`src/rtl/comparador_pkg.sv`:
```
// -----------------------------------------------------------------------------
// comparador_pkg
// Shared types and helpers for the serial magnitude comparator.
//   estado_t      : controller states (IDLE, COMPARE, DONE)
//   calc_nchunk() : number of CHUNK-bit slices in a WIDTH-bit operand
//   cnt_width()   : chunk-counter width for a given slice count
//   CNT_W         : counter width for the default 16/4 configuration
// -----------------------------------------------------------------------------
package comparador_pkg;

    typedef enum logic [1:0] {
        IDLE    = 2'd0,
        COMPARE = 2'd1,
        DONE    = 2'd2
    } estado_t;

    localparam int DEF_WIDTH = 16;
    localparam int DEF_CHUNK = 4;

    function automatic int calc_nchunk(input int width, input int chunk);
        return width / chunk;
    endfunction

    // A single-slice operand still needs a one-bit counter.
    function automatic int cnt_width(input int nchunk);
        return (nchunk > 1) ? $clog2(nchunk) : 1;
    endfunction

    localparam int CNT_W = cnt_width(calc_nchunk(DEF_WIDTH, DEF_CHUNK));

endpackage

```
`src/rtl/comparador_chunk.sv`:
```
// -----------------------------------------------------------------------------
// comparador_chunk
// Purely combinational unsigned compare of one CHUNK-bit slice.
//   i_a, i_b    : slice of operand A / B
//   o_chunk_eq  : i_a == i_b
//   o_chunk_lt  : i_a <  i_b (unsigned)
// -----------------------------------------------------------------------------
module comparador_chunk #(
    parameter int CHUNK = 4
) (
    input  logic [CHUNK-1:0] i_a,
    input  logic [CHUNK-1:0] i_b,
    output logic             o_chunk_eq,
    output logic             o_chunk_lt
);

    logic [CHUNK-1:0] w_bit_diff;

    genvar gi;
    generate
        for (gi = 0; gi < CHUNK; gi++) begin : g_bit
            assign w_bit_diff[gi] = i_a[gi] ^ i_b[gi];
        end
    endgenerate

    assign o_chunk_eq = ~|w_bit_diff;
    assign o_chunk_lt = (i_a < i_b);

endmodule

```
`src/rtl/comparador_serial.sv`:
```
// -----------------------------------------------------------------------------
// comparador_serial
// Sequential WIDTH-bit magnitude comparator, CHUNK bits per cycle, MSB first,
// unsigned or two's-complement, with start/ready/done handshake. Result
// registers hold until the next operation completes.
//
// Optional build macro: COMPARADOR_SERIAL_EARLY_EXIT_EN
//   defined     -> leave COMPARE on the first differing chunk (latency 1..NCHUNK)
//   not defined -> always NCHUNK COMPARE cycles (constant time)
//
// Ports
//   clk       clock, rising edge
//   rst       synchronous active-high reset
//   start_i   request, accepted when start_i & ready_o
//   a_i, b_i  operands, sampled on acceptance
//   signed_i  1 = two's-complement compare, sampled on acceptance
//   ready_o   high only in IDLE
//   done_o    one-cycle pulse, results valid from this cycle
//   eq_o/lt_o/gt_o  A == B / A < B / A > B
// -----------------------------------------------------------------------------
module comparador_serial
    import comparador_pkg::*;
#(
    parameter int WIDTH = 16,
    parameter int CHUNK = 4
) (
    input  logic             clk,
    input  logic             rst,
    input  logic             start_i,
    input  logic [WIDTH-1:0] a_i,
    input  logic [WIDTH-1:0] b_i,
    input  logic             signed_i,
    output logic             ready_o,
    output logic             done_o,
    output logic             eq_o,
    output logic             lt_o,
    output logic             gt_o
);

    localparam int NCHUNK = calc_nchunk(WIDTH, CHUNK);
    localparam int CW     = cnt_width(NCHUNK);
    localparam logic [CW-1:0]    LAST_CNT = CW'(NCHUNK - 1);
    localparam logic [WIDTH-1:0] MSB_MASK = {1'b1, {(WIDTH-1){1'b0}}};

    generate
        if ((WIDTH % CHUNK) != 0 || WIDTH < CHUNK) begin : g_param_check
            $error("comparador_serial: WIDTH must be a non-zero multiple of CHUNK");
        end
    endgenerate

    estado_t          r_state;
    estado_t          w_state_next;
    logic [WIDTH-1:0] r_a;
    logic [WIDTH-1:0] r_b;
    logic [CW-1:0]    r_cnt;
    logic             r_decided;
    logic             r_lt_dec;
    logic             r_eq;
    logic             r_lt;
    logic             r_gt;

    logic             w_chunk_eq;
    logic             w_chunk_lt;
    logic             w_chunk_diff;
    logic             w_last;
    logic             w_exit;
    logic             w_decided_now;
    logic             w_lt_now;
    logic [WIDTH-1:0] w_a_cap;
    logic [WIDTH-1:0] w_b_cap;

    // Flipping the sign bit maps two's-complement order onto unsigned order,
    // so the datapath only ever does unsigned slice compares.
    assign w_a_cap = signed_i ? (a_i ^ MSB_MASK) : a_i;
    assign w_b_cap = signed_i ? (b_i ^ MSB_MASK) : b_i;

    comparador_chunk #(
        .CHUNK (CHUNK)
    ) u_chunk (
        .i_a        (r_a[WIDTH-1 -: CHUNK]),
        .i_b        (r_b[WIDTH-1 -: CHUNK]),
        .o_chunk_eq (w_chunk_eq),
        .o_chunk_lt (w_chunk_lt)
    );

    assign w_chunk_diff  = ~w_chunk_eq;
    assign w_last        = (r_cnt == LAST_CNT);
    // The first differing chunk wins; later chunks cannot override it.
    assign w_decided_now = r_decided | w_chunk_diff;
    assign w_lt_now      = r_decided ? r_lt_dec : w_chunk_lt;

`ifdef COMPARADOR_SERIAL_EARLY_EXIT_EN
    assign w_exit = w_last | w_chunk_diff;
`else
    assign w_exit = w_last;
`endif

    always_comb begin
        w_state_next = r_state;
        ready_o      = 1'b0;
        done_o       = 1'b0;
        case (r_state)
            IDLE: begin
                ready_o = 1'b1;
                if (start_i) begin
                    w_state_next = COMPARE;
                end
            end
            COMPARE: begin
                if (w_exit) begin
                    w_state_next = DONE;
                end
            end
            DONE: begin
                done_o       = 1'b1;
                w_state_next = IDLE;
            end
            default: w_state_next = IDLE;
        endcase
    end

    always_ff @(posedge clk) begin
        if (rst) begin
            r_state <= IDLE;
        end else begin
            r_state <= w_state_next;
        end
    end

    always_ff @(posedge clk) begin
        if (rst) begin
            r_a       <= '0;
            r_b       <= '0;
            r_cnt     <= '0;
            r_decided <= 1'b0;
            r_lt_dec  <= 1'b0;
            r_eq      <= 1'b0;
            r_lt      <= 1'b0;
            r_gt      <= 1'b0;
        end else begin
            case (r_state)
                IDLE: begin
                    if (start_i) begin
                        r_a       <= w_a_cap;
                        r_b       <= w_b_cap;
                        r_cnt     <= '0;
                        r_decided <= 1'b0;
                        r_lt_dec  <= 1'b0;
                    end
                end
                COMPARE: begin
                    r_a       <= r_a << CHUNK;
                    r_b       <= r_b << CHUNK;
                    r_cnt     <= r_cnt + CW'(1);
                    r_decided <= w_decided_now;
                    r_lt_dec  <= w_lt_now;
                    if (w_exit) begin
                        r_eq <= ~w_decided_now;
                        r_lt <= w_decided_now & w_lt_now;
                        r_gt <= w_decided_now & ~w_lt_now;
                    end
                end
                default: ;
            endcase
        end
    end

    assign eq_o = r_eq;
    assign lt_o = r_lt;
    assign gt_o = r_gt;

endmodule

```
`config.mk`:
```
export PLATFORM = sky130hd
export DESIGN_NAME = comparador_serial
export DESIGN_NICKNAME = d
export VERILOG_FILES = /design/src/rtl/comparador_pkg.sv /design/src/rtl/comparador_chunk.sv /design/src/rtl/comparador_serial.sv
export SDC_FILE = /design/constraint.sdc
export NUM_CORES = 1
export LEC_CHECK = 0
export CELL_PAD_IN_SITES_DETAIL_PLACEMENT = 0
export CELL_PAD_IN_SITES_GLOBAL_PLACEMENT = 1
export CORE_MARGIN = 2
export CORE_UTILIZATION = 41
export DETAILED_ROUTE_END_ITERATION = 8
export GPL_ROUTABILITY_DRIVEN = 0
export GPL_TIMING_DRIVEN = 0
export PLACE_DENSITY = 0.84
export SYNTH_ARGS = -nofsm -noshare
export SYNTH_HDL_FRONTEND = slang
export SYNTH_SLANG_ARGS = --single-unit
```
`constraint.sdc`:
```
create_clock -name clk -period 4 [get_ports clk]
set_input_delay 0.4 -clock clk [delete_from_list [all_inputs] [get_ports clk]]
set_output_delay 0.4 -clock clk [all_outputs]
set_load 0.005 [all_outputs]
```
* Word-level counts from Yosys, hierarchy flattened
Index checks and enable logic that the tools add are counted.
** Word-level totals
- Bits in registers :: 41
- Bits of input ports :: 36
- Output and inout port bits :: 5
- Word-level logic and storage cells :: 50
** Cells by class
- Add/sub/neg operators :: 1
- $lt $le $gt $ge :: 1
- Equality and inequality tests :: 5
- Muxes and demuxes :: 17
- Bitwise gates (word level) :: 11
- Reductions and logical operators :: 6
** Operators with widths (count)
- 16-bit 2-to-1 mux :: 4
- 16-bit case mux with 2 select lines :: 2
- 2-bit case mux with 2 select lines :: 2
- 2-bit 2-to-1 mux :: 3
- 2-bit AND reduction :: 3
- 2-bit equality test, second input constant :: 2
- 4-bit < comparator :: 1
- 1-bit 2-to-1 mux :: 4
- 2-bit != test, second input constant :: 2
- 1-bit inverter :: 4
- 1-bit case mux with 2 select lines :: 2
- 4-bit OR reduction :: 1
- 1-bit XOR :: 4
- 2-bit by 1-bit adder with 2-bit output, second input constant :: 1
- 1-bit AND :: 2
- 2-bit by 1-bit equality test with 1-bit output, second input constant :: 1
- 2-bit zero test :: 1
- 2-bit nonzero test :: 1
- 1-bit OR :: 1

* Logic depth before layout (Yosys ltp)
Gate-level depths: netlist of the first run.
- Depth after elaboration :: 4
- Gate-level depth with buffers :: 7
- Mapped depth without buffers :: 6

* Modules after synthesis
Synthesis of the first run repeated with hierarchy kept, for this count alone.
** Unflattened totals
- Cells, all modules :: 241
- Area, all modules :: 2010.7 um2
** By module, submodules not included
- comparador_serial :: instances 1, cells each 227, area each 1908.1 um2, sequential area each 820.8 um2
- comparador_chunk :: instances 1, cells each 14, area each 102.6 um2, sequential area each 0.0 um2

* Least setup slack after synthesis of the first run
OpenSTA, ideal clock, no wires.
- Path type :: flip-flop to flip-flop
- Start point :: reg r_b[15]
- End point :: reg r_gt (netlist: gt_o)
- Library setup time :: 117 ps
- Arrival time :: 1287 ps
- Required time :: 3883 ps
- Path slack :: 2596 ps
- Cell stages (with the launch flop) :: 7
- Buffers on the path :: 0
- Clock period less this slack :: 1404 ps
- Cell sequence :: dfxtp_1 inv_1 ha_1 nand2_1 nor3_1 nor3_1 a32o_1
** On the way
- Cells in the longest elaborated chain, start to end :: 4
- Elaborated cells on any way between the ends :: 7
- Those cells by class :: 1 x order compare; 1 x mux; 4 x bitwise; 1 x reduce/logical
** Ends and longest elaborated chain
- from (decl) :: line comparador_serial.sv:54 : logic [WIDTH-1:0] r_b;
- from (signal assigned) :: line comparador_serial.sv:145 : r_b <= w_b_cap;
- from (signal assigned) :: line comparador_serial.sv:153 : r_b <= r_b << CHUNK;
- 4-bit < comparator / 1-bit XOR (equally long branches) :: line comparador_chunk.sv:27, comparador_chunk.sv:22
- 1-bit 2-to-1 mux / 4-bit OR reduction (equally long branches) :: line comparador_serial.sv:90, comparador_chunk.sv:26
- 1-bit inverter / 1-bit OR (equally long branches) :: line comparador_serial.sv:160, comparador_serial.sv:89
- 1-bit AND (*) :: line comparador_serial.sv:160 : r_gt <= w_decided_now & ~w_lt_now;
- to (signal assigned) :: line comparador_serial.sv:160
- to (decl) :: line comparador_serial.sv:60 : logic r_gt;
Every way passes the cells marked *; elsewhere a longest branch is shown, timed or not.
A chain may end at the register's enable or synchronous reset.

* Worst setup path in the final report of the first run
- Start point :: reg r_state[1]
- End point :: out done_o
** On the way
- Cells in the longest elaborated chain, start to end :: 2
** Ends and longest elaborated chain
- from (decl) :: line comparador_serial.sv:51 : estado_t r_state;
- from (signal assigned) :: line comparador_serial.sv:126 : r_state <= w_state_next;
- 2-bit equality test :: line comparador_serial.sv:102 : case (r_state)
- 1-bit 2-to-1 mux :: line comparador_serial.sv:102
- to (decl) :: line comparador_serial.sv:34 : output logic done_o,
No other way between the ends.

==> results by stage, run 1 <==
STA:
- Setup violations remaining at the end of the flow were counted as 0.
- The tightest hold margin is 0.4555 ns.
- Based on the critical path, the design can be clocked at up to 559.4 MHz.
- The final critical path takes up 44.69% of the cycle.
- The relative slew slack is 53.21%.
- For the pin with the worst max-slew slack, the measured transition is 0.7018 ns.
- Setup repair after global routing left no endpoint under its margin.
- The max-slew violation count is 0.
- The routed design could run at a clock period as short as 1.788 ns.
- The total negative setup slack is 0 ns.
- The number of failing hold endpoints at the final stage is 0.
- The final setup skew is 0.004214 ns.

Drt:
- Dividing the detail-routed wire length by the instance count gives 13.59 um.
- In the routed design, unresolved DRC markers number 0.
- Once detail routing completed, the nets flagged for antenna violations numbered 0.
- For this run, the detailed router's first-pass iteration total came to 4.
- The sum of routed wire length over all layers is 4350 um.
- The ratio of routed vias to standard cells is 5.119.
- The detailed router finished its first iteration with 70 violations.
- The total via count in the routed design is 1638.

Synth:
- In the post-synthesis netlist, the biggest area contributors are sky130_fd_sc_hd__dfxtp_1, sky130_fd_sc_hd__a311oi_2, sky130_fd_sc_hd__nand2_1.
- The count of cell types in the netlist is 33.
- Each instance of the synthesized netlist takes up on average 9.050 sq um.
- The Yosys step of the flow raised 0 warnings.
- Synthesis inferred 41 register bits.
- The top cell type by area accounts for 41.41% of the synthesized area.
- The synthesized design spends more area on one cell type than any other, namely sky130_fd_sc_hd__dfxtp_1.
- The cell area after synthesis is 1982 sq um.
- The instance count of the mapped netlist is 219.
- The number of nets in the synthesized netlist is 260.
- Summing the sequential cell areas from Yosys gives 41.41% of the chip area.

Finish:
- The number of antenna diodes in the final layout is 0.
- The post-route netlist has 16.54% of its cells at a drive strength greater than 1.
- Relative to the synthesized area, the layout overhead comes to 27.97%.
- Leaving out fill and tap cells, the most frequent cell in the layout is sky130_fd_sc_hd__nand2_1.
- In the layout the commonest cells are sky130_fd_sc_hd__nand2_1, sky130_fd_sc_hd__dfxtp_1, sky130_fd_sc_hd__clkdlybuf4s50_1.
- The area used by sequential logic in the layout is 820.8 sq um.
- The multi-input combinational cells in the finished layout cover a total of 982.2 sq um.
- Fill cells in the final layout number 466.
- After the last flow step, the layout net total stands at 307.

Critical path:
- The capture point of the worst reg-to-reg path is gt_o.
- The kind of launch point of the worst setup path is a flop.
- The beginning of the worst register-to-register path is r_b[15].
- For the worst setup path, the data arrival time is 1.39 ns.
- The endpoint class of the critical path is a primary output.
- The start point of the critical path is r_state[1].
- The worst setup slack for register-to-register paths is 2.34 ns.
- For this run, the slowest stage of the critical path takes 0.50 ns.
- The critical path start-end classification is reg2out.
- The required time of the worst setup path is 3.60 ns.
- The cell with the biggest individual delay on the critical path is sky130_fd_sc_hd__clkdlybuf4s50_1.
- The signal on the critical path passes through buf_6 > nor2b_1 > clkdlybuf4s50_1.
- The worst-case reg-to-reg path depth is 6.
- The capture point of the worst path is done_o.
- Along the worst path, the maximum fanout reaches 9.

CTS:
- The post-cts gate resize count is 0.
- The clock sink count is 41.
- The clock transition at the registers of the reported paths is 0.07 ns.
- The hold buffer count at CTS is 0.
- TritonCTS built the clock tree.
- The H-tree was split into 2 levels.
- The number of buffers between clock root and the deepest sink is 2.
- TritonCTS created 5 clock buffers.
- The insertion delay to the later sink of the worst-skew pair is 0.29 ns.
- Once the clock tree was built, the setup fixing pass inserted 0 buffers.
- The root buffer cell is sky130_fd_sc_hd__clkbuf_8.

Floorplan:
- The number of placement rows is 25.
- The initial standard-cell utilization of the core is 42.24%.
- The number of primary I/O pins is 41.
- The die is 73.53 um tall.
- The die covers 5406 sq um.
- After floorplanning, the core was sized to cover 4692 sq um.
- The die width is 73.53 um.

Placement:
- Once detailed placement completed, the half-perimeter wirelength came to 3207 um.
- Port buffering added 40 buffers.

GRT:
- The first global-routing pass estimated 7258 um of wire.
- The largest net degree at the start of global routing is 12.
- The total routing usage reported by global routing is 17.71%.
- The via count of the first global-routing pass was 1553.
- The number of antenna violations at the first check in global routing is 0.
- Summed over all layers, the global routing overflow is 0.

Power:
- The leakage power of the design is 0.9888 nW.
- In this run the power density over the cells is 366.0 nW/um^2.
- The worst ir drop on vdd is 0.1938 mV.

Worst hold path:
- The worst hold path belongs to the class reg2reg.

Run:
- The count of max-cap constraint violations is 0.

Outcome:
- The flow ran to the end, and the final reports show no timing, DRC or antenna violations.
[through the flow]
stage,setup slack [ns],utilization (%),cell area [sq um],cells,power (W)
final,2.212,54.05,2536,320,0.0009283
after global routing,2.169,54.05,2536,320,0.0009785
after CTS,2.196,54.05,2536,320,0.0009343
after detailed placement,2.020,52.21,2450,313,0.0006677
after global placement,2.043,52.21,2450,313,0.0006645
after floorplan,2.596,-,1982,219,0.0005960
[cell type report]
type                       instances  share of cell area [%]
clock buffer                       7                   3.404
multi-input combinational        152                   38.73
buffer                            19                   6.019
sequential                        41                   32.36
timing repair buffer              40                   15.79
inverter                           7                   1.036
tap                               54                   2.664
[power breakdown]
part           total (W)  internal [W]  switching (W)
clock network   0.000272      0.000137       0.000135
registers       0.000457      0.000439      0.0000174
logic           0.000200     0.0000996       0.000100
total           0.000928      0.000676       0.000252
[flip-flops by register name, indices dropped and copies added, names as in the netlist, 2 cells and up]
signal   cells
r_b         16
r_a         16
r_state      2
r_cnt        2
[worst min-delay path by stage]
| stage | endpoint | depth (start not counted) | start |
|---|---|---|---|
| 2_1_floorplan | r_cnt[0] | 1 | r_cnt[0] |
| 5_1_grt | eq_o | 2 | eq_o |
| 4_1_cts | eq_o | 2 | eq_o |
| 3_5_place_dp | eq_o | 2 | eq_o |
| 3_3_place_gp | eq_o | 2 | eq_o |
| 6_report | eq_o | 2 | eq_o |
[worst max-delay path, delay by kind of cell, from the launching register on]
family	cells	cell delay, ns
DFF	1	0.32
and+or+nand+nor	1	0.13
buffers and inverters	2	0.64
[cells in the mapped netlist]
library cell                 n
sky130_fd_sc_hd__a211oi_1    2
sky130_fd_sc_hd__a21o_1      1
sky130_fd_sc_hd__a21oi_1     3
sky130_fd_sc_hd__a22oi_1    11
sky130_fd_sc_hd__a2bb2oi_1   1
sky130_fd_sc_hd__a311oi_1    5
sky130_fd_sc_hd__a311oi_2   17
sky130_fd_sc_hd__a31o_1      1
sky130_fd_sc_hd__a32o_1      1
sky130_fd_sc_hd__and2_1      2
sky130_fd_sc_hd__buf_1       2
sky130_fd_sc_hd__buf_2       5
sky130_fd_sc_hd__buf_4       2
sky130_fd_sc_hd__buf_6       9
sky130_fd_sc_hd__clkbuf_1    1
sky130_fd_sc_hd__dfxtp_1    41
sky130_fd_sc_hd__ha_1        5
sky130_fd_sc_hd__inv_1       7
sky130_fd_sc_hd__nand2_1    48
sky130_fd_sc_hd__nand2_2     1
sky130_fd_sc_hd__nand2b_1    1
sky130_fd_sc_hd__nand3_1     2
sky130_fd_sc_hd__nor2_1     35
sky130_fd_sc_hd__nor2_4      2
sky130_fd_sc_hd__nor2b_1     2
sky130_fd_sc_hd__nor2b_2     1
sky130_fd_sc_hd__nor3_1      4
sky130_fd_sc_hd__o22ai_1     1
sky130_fd_sc_hd__o31ai_1     1
sky130_fd_sc_hd__o32ai_1     1
sky130_fd_sc_hd__o41ai_2     1
sky130_fd_sc_hd__or2_1       1
sky130_fd_sc_hd__xor2_1      2
[per-layer routing]
layer	vias up	track usage, %	wire length [um]
met2	32	28.08	1996
li1	858	-	-
met3	6	4.938	164
met1	742	23.66	2143
met4	0	4.848	46
met5	-	0	0
[logic make-up (layout without fill, tap and decap cells)]
kind of cell    count (synthesis)  after routing  synth area share [%]
flops                          41             41                 41.41
buf+inv                        26             73                 9.028
compound gates                 46             46                 24.50
fa+ha+maj                       5              5                 3.157
simple gates                   99             99                 21.02
xor+xnor                        2              2                0.8840
Note: power is estimated with default switching activity, not from simulation.
==> inputs of run 2 (changes only) <==
--- a/config.mk
+++ b/config.mk
@@ -8,11 +8,11 @@
 export CELL_PAD_IN_SITES_DETAIL_PLACEMENT = 0
 export CELL_PAD_IN_SITES_GLOBAL_PLACEMENT = 1
 export CORE_MARGIN = 2
-export CORE_UTILIZATION = 41
+export CORE_UTILIZATION = 34
 export DETAILED_ROUTE_END_ITERATION = 8
 export GPL_ROUTABILITY_DRIVEN = 0
 export GPL_TIMING_DRIVEN = 0
-export PLACE_DENSITY = 0.84
+export PLACE_DENSITY = 0.75
 export SYNTH_ARGS = -nofsm -noshare
 export SYNTH_HDL_FRONTEND = slang
 export SYNTH_SLANG_ARGS = --single-unit
==> constraint.sdc (replaced) <==
create_clock -name clk -period 1.5 [get_ports clk]
set_input_delay 0.15 -clock clk [delete_from_list [all_inputs] [get_ports clk]]
set_output_delay 0.15 -clock clk [all_outputs]
set_load 0.005 [all_outputs]
==> run 2 against run 1 <==
Against the previous run: total power rose to 2.6 times the previous value; die area up 19%; final cell count up 5.9%; wire length up 2.2%; global-route usage down 3.3 points; sequential share of layout area down 0.39 points; combinational power rose to 2.7 times the previous value; design area up 1.2%; clock power rose to 2.5 times the previous value.
==> results by stage, run 2 (synthesized netlist as in run 1, its figures left out) <==
Drt:
- The sum of routed wire length over all layers is 4444 um.
- The total via count in the routed design is 1635.
- The number of DRC violations after detailed-routing iteration 0 is 82.
- The DRC violations left is 0.
- Dividing the detail-routed wire length by the instance count gives 13.11 um.
- The first TritonRoute pass finished after 4 iterations.
- The ratio of routed vias to standard cells is 4.823.
- The count of nets left with antenna violations once routing finished came out at 0.

Finish:
- The largest registers in the layout are r_a: 16 flops, r_b: 16 flops.
- The area growth from synthesis to layout is 29.55%.
- The most common library cell in the layout ignoring fill and taps is sky130_fd_sc_hd__nand2_1.
- The library cells used most frequently in the layout, excluding fill and tap cells, are sky130_fd_sc_hd__nand2_1, sky130_fd_sc_hd__dfxtp_1, sky130_fd_sc_hd__clkdlybuf4s50_1.
- For this run, the post-layout net count is 307.
- The repair_antennas step left the layout with diodes totalling 0.
- The number of standard cells in the layout, taps in and fillers out is 339.
- The fraction of final layout cells sized beyond drive strength 1 is 17.23%.

CTS:
- The clock transition at the registers of the reported paths is 0.07 ns.
- In this run the number of H-tree levels came out at 2.
- The post-CTS setup repair buffer count is 0.
- The root buffer cell is sky130_fd_sc_hd__clkbuf_8.
- The insertion delay to the later sink of the worst-skew pair is 0.28 ns.
- TritonCTS built the clock tree.
- The hold buffer count at CTS is 0.
- The clock net in this run drives a total of 41 sinks.
- The number of buffers between clock root and the deepest sink is 2.
- Buffers inserted during clock tree synthesis total 5.

STA:
- The relative slew slack is 54.49%.
- The number of failing hold endpoints at the final stage came to 0.
- The transition at the pin with the smallest max-transition slack is 0.6827 ns.
- The setup violation total in the final timing report is 0.
- Counting I/O delays and the setup requirement, the final critical path takes 1.410 ns.
- The max-slew violation count is 0.
- The final critical path takes up 94.02% of the cycle.
- Setup repair after global routing left no endpoint under its margin.
- The final setup skew is 0.002668 ns.
- The highest achievable clock rate is 709.1 MHz.

Power:
- The completed layout was analyzed and its total power is 0.002451 W.
- In this run, the combinational gates consume 22.4% of the power.
- The share of total power dissipated in the clock network is 27.9%.
- VDD sags by at most 0.3732 mV.
- The net switching component of the power is 0.0006771 W.
- Dividing total power by cell area gives a power density of 954.5 nW/um^2.
- The leakage power of the design is 0.9946 nW.
- Cell internal power was estimated by the tool at 0.001774 W.
- The share of total power in sequential cells is 49.7%.
- Of the total power, the share spent switching nets is 27.63%.

Floorplan:
- The die width is 80.35 um.
- In this run the vertical extent of the chip is 80.35 um.
- During I/O placement, the number of pins put on the boundary was 41.
- The placeable core region is 5574 sq um.
- The overall die area is 6456 sq um.
- The number of placement rows is 27.
- For this configuration, the core starts out at a cell density of 35.56%.

GRT:
- The number of antenna violations at the first check in global routing was 0.
- The first global-routing pass estimated 7217 um of wire.
- The largest net degree at the start of global routing is 12.
- The residual overflow from global routing is 0.
- For this run, the total global-route usage over all layers was measured as 14.40%.
- The via count of the first global-routing pass came to 1519.

Critical path:
- For this design, the slowest cell found on the critical path is sky130_fd_sc_hd__dfxtp_1.
- For this run, the slowest stage of the critical path takes 0.33 ns.
- The highest net fanout along the worst path is 4.
- The signal on the critical path passes through inv_1 > ha_1 > nand2_1 > nor3_4 > nor3_1 > a32o_1.
- The endpoint arrival time on the critical path is 1.59 ns.
- The worst setup path is launched from a flop.
- STA classifies the critical path endpoint as a flop.
- By startpoint and endpoint, the worst setup path is classified as reg2reg.
- Data on the critical path is required at its endpoint by 1.68 ns.

Placement:
- Buffers placed on the I/O ports in this run total 40.
- In this run, placement finished with an instance count of 331.
- The half-perimeter wire length after detailed placement is 3250 um.

Run:
- The count of max-cap constraint violations is 0.

Worst hold path:
- The path category of the worst min-delay check is in2reg.

Outcome:
- The run finished with clean final reports.
[run 2: changes by cell type in the layout (fill, tap and decap cells not counted), sizes merged]
cell / previous run / this run
clkbuf: 8 / 10
clkdlybuf4s50: 40 / 38
dlygate4sd2: 0 / 2
buf: 18 / 17
[run 2: per-layer routing]
| metal | vias up | global-route usage [%] | part of all wire, % |
|---|---|---|---|
| li1 | 859 | - | - |
| met3 | 2 | 3.708 | 4.3 |
| met4 | 0 | 4.068 | 0.47 |
| met5 | - | 0 | 0 |
| met1 | 728 | 19.52 | 50 |
| met2 | 46 | 22.58 | 45 |
[run 2: layout make-up]
type | count | area, sq um
Multi-Input combinational cell | 152 | 998.5
Clock buffer | 8 | 80.08
Buffer | 19 | 153.9
Fill cell | 568 | 3007
Inverter | 7 | 26.28
Tap cell | 72 | 90.09
Timing Repair Buffer | 40 | 397.9
Sequential cell | 41 | 820.8
[run 2: worst max-delay path, delay by kind of cell (launching register included)]
family                   cells  cell delay, ns
AO/OA/AOI/OAI                1            0.22
flip-flops                   1            0.33
buffers and inverters        1            0.04
adder cells (fa/ha/maj)      1            0.28
AND/OR/NAND/NOR              3            0.43
[run 2: stage by stage]
stage | cell area, sq um | setup TNS [ns] | hold slack (ns) | util (%) | worst slack (ns)
floorplan | 1982 | 0 | 0.2983 | - | 0.09565
global placement | 2472 | -4.013 | 0.4503 | 44.35 | -0.2669
detailed placement | 2472 | -3.918 | 0.4568 | 44.35 | -0.2520
CTS | 2555 | 0 | 0.4213 | 45.84 | 0.03864
global route | 2567 | 0 | 0.4399 | 46.06 | 0.01602
finish | 2567 | 0 | 0.4318 | 46.06 | 0.08971
[run 2: power groups by stage]
stage,logic [W],registers [W],clock network [W]
finish,0.000549,0.00122,0.000684
global route,0.000603,0.00123,0.000753
CTS,0.000540,0.00122,0.000708
detailed placement,0.000536,0.00124,0
global placement,0.000536,0.00124,0
floorplan,0.000360,0.00123,0
[run 2: timing repair]
item | in CTS | in global routing
endpoints found under the setup margin | 5 | 10
resized for setup | 3 | 3
pin swaps | 0 | 1
[run 2: final timing paths]
kind,start,slack (ns),to,cells past startpoint
max,r_b[13],0.09,gt_o,6
max reg2reg,r_b[13],0.09,gt_o,6
min,a_i[5],0.43,r_a[5],3
min reg2reg,eq_o,0.47,eq_o,2
==> inputs of run 3 (changes only) <==
--- a/config.mk
+++ b/config.mk
@@ -5,6 +5,7 @@
 export SDC_FILE = /design/constraint.sdc
 export NUM_CORES = 1
 export LEC_CHECK = 0
+export ABC_CLOCK_PERIOD_IN_PS = 1500
 export CELL_PAD_IN_SITES_DETAIL_PLACEMENT = 0
 export CELL_PAD_IN_SITES_GLOBAL_PLACEMENT = 1
 export CORE_MARGIN = 2
==> results of run 3 <==
Final layout, timing and power as in run 2 (identical DEF).
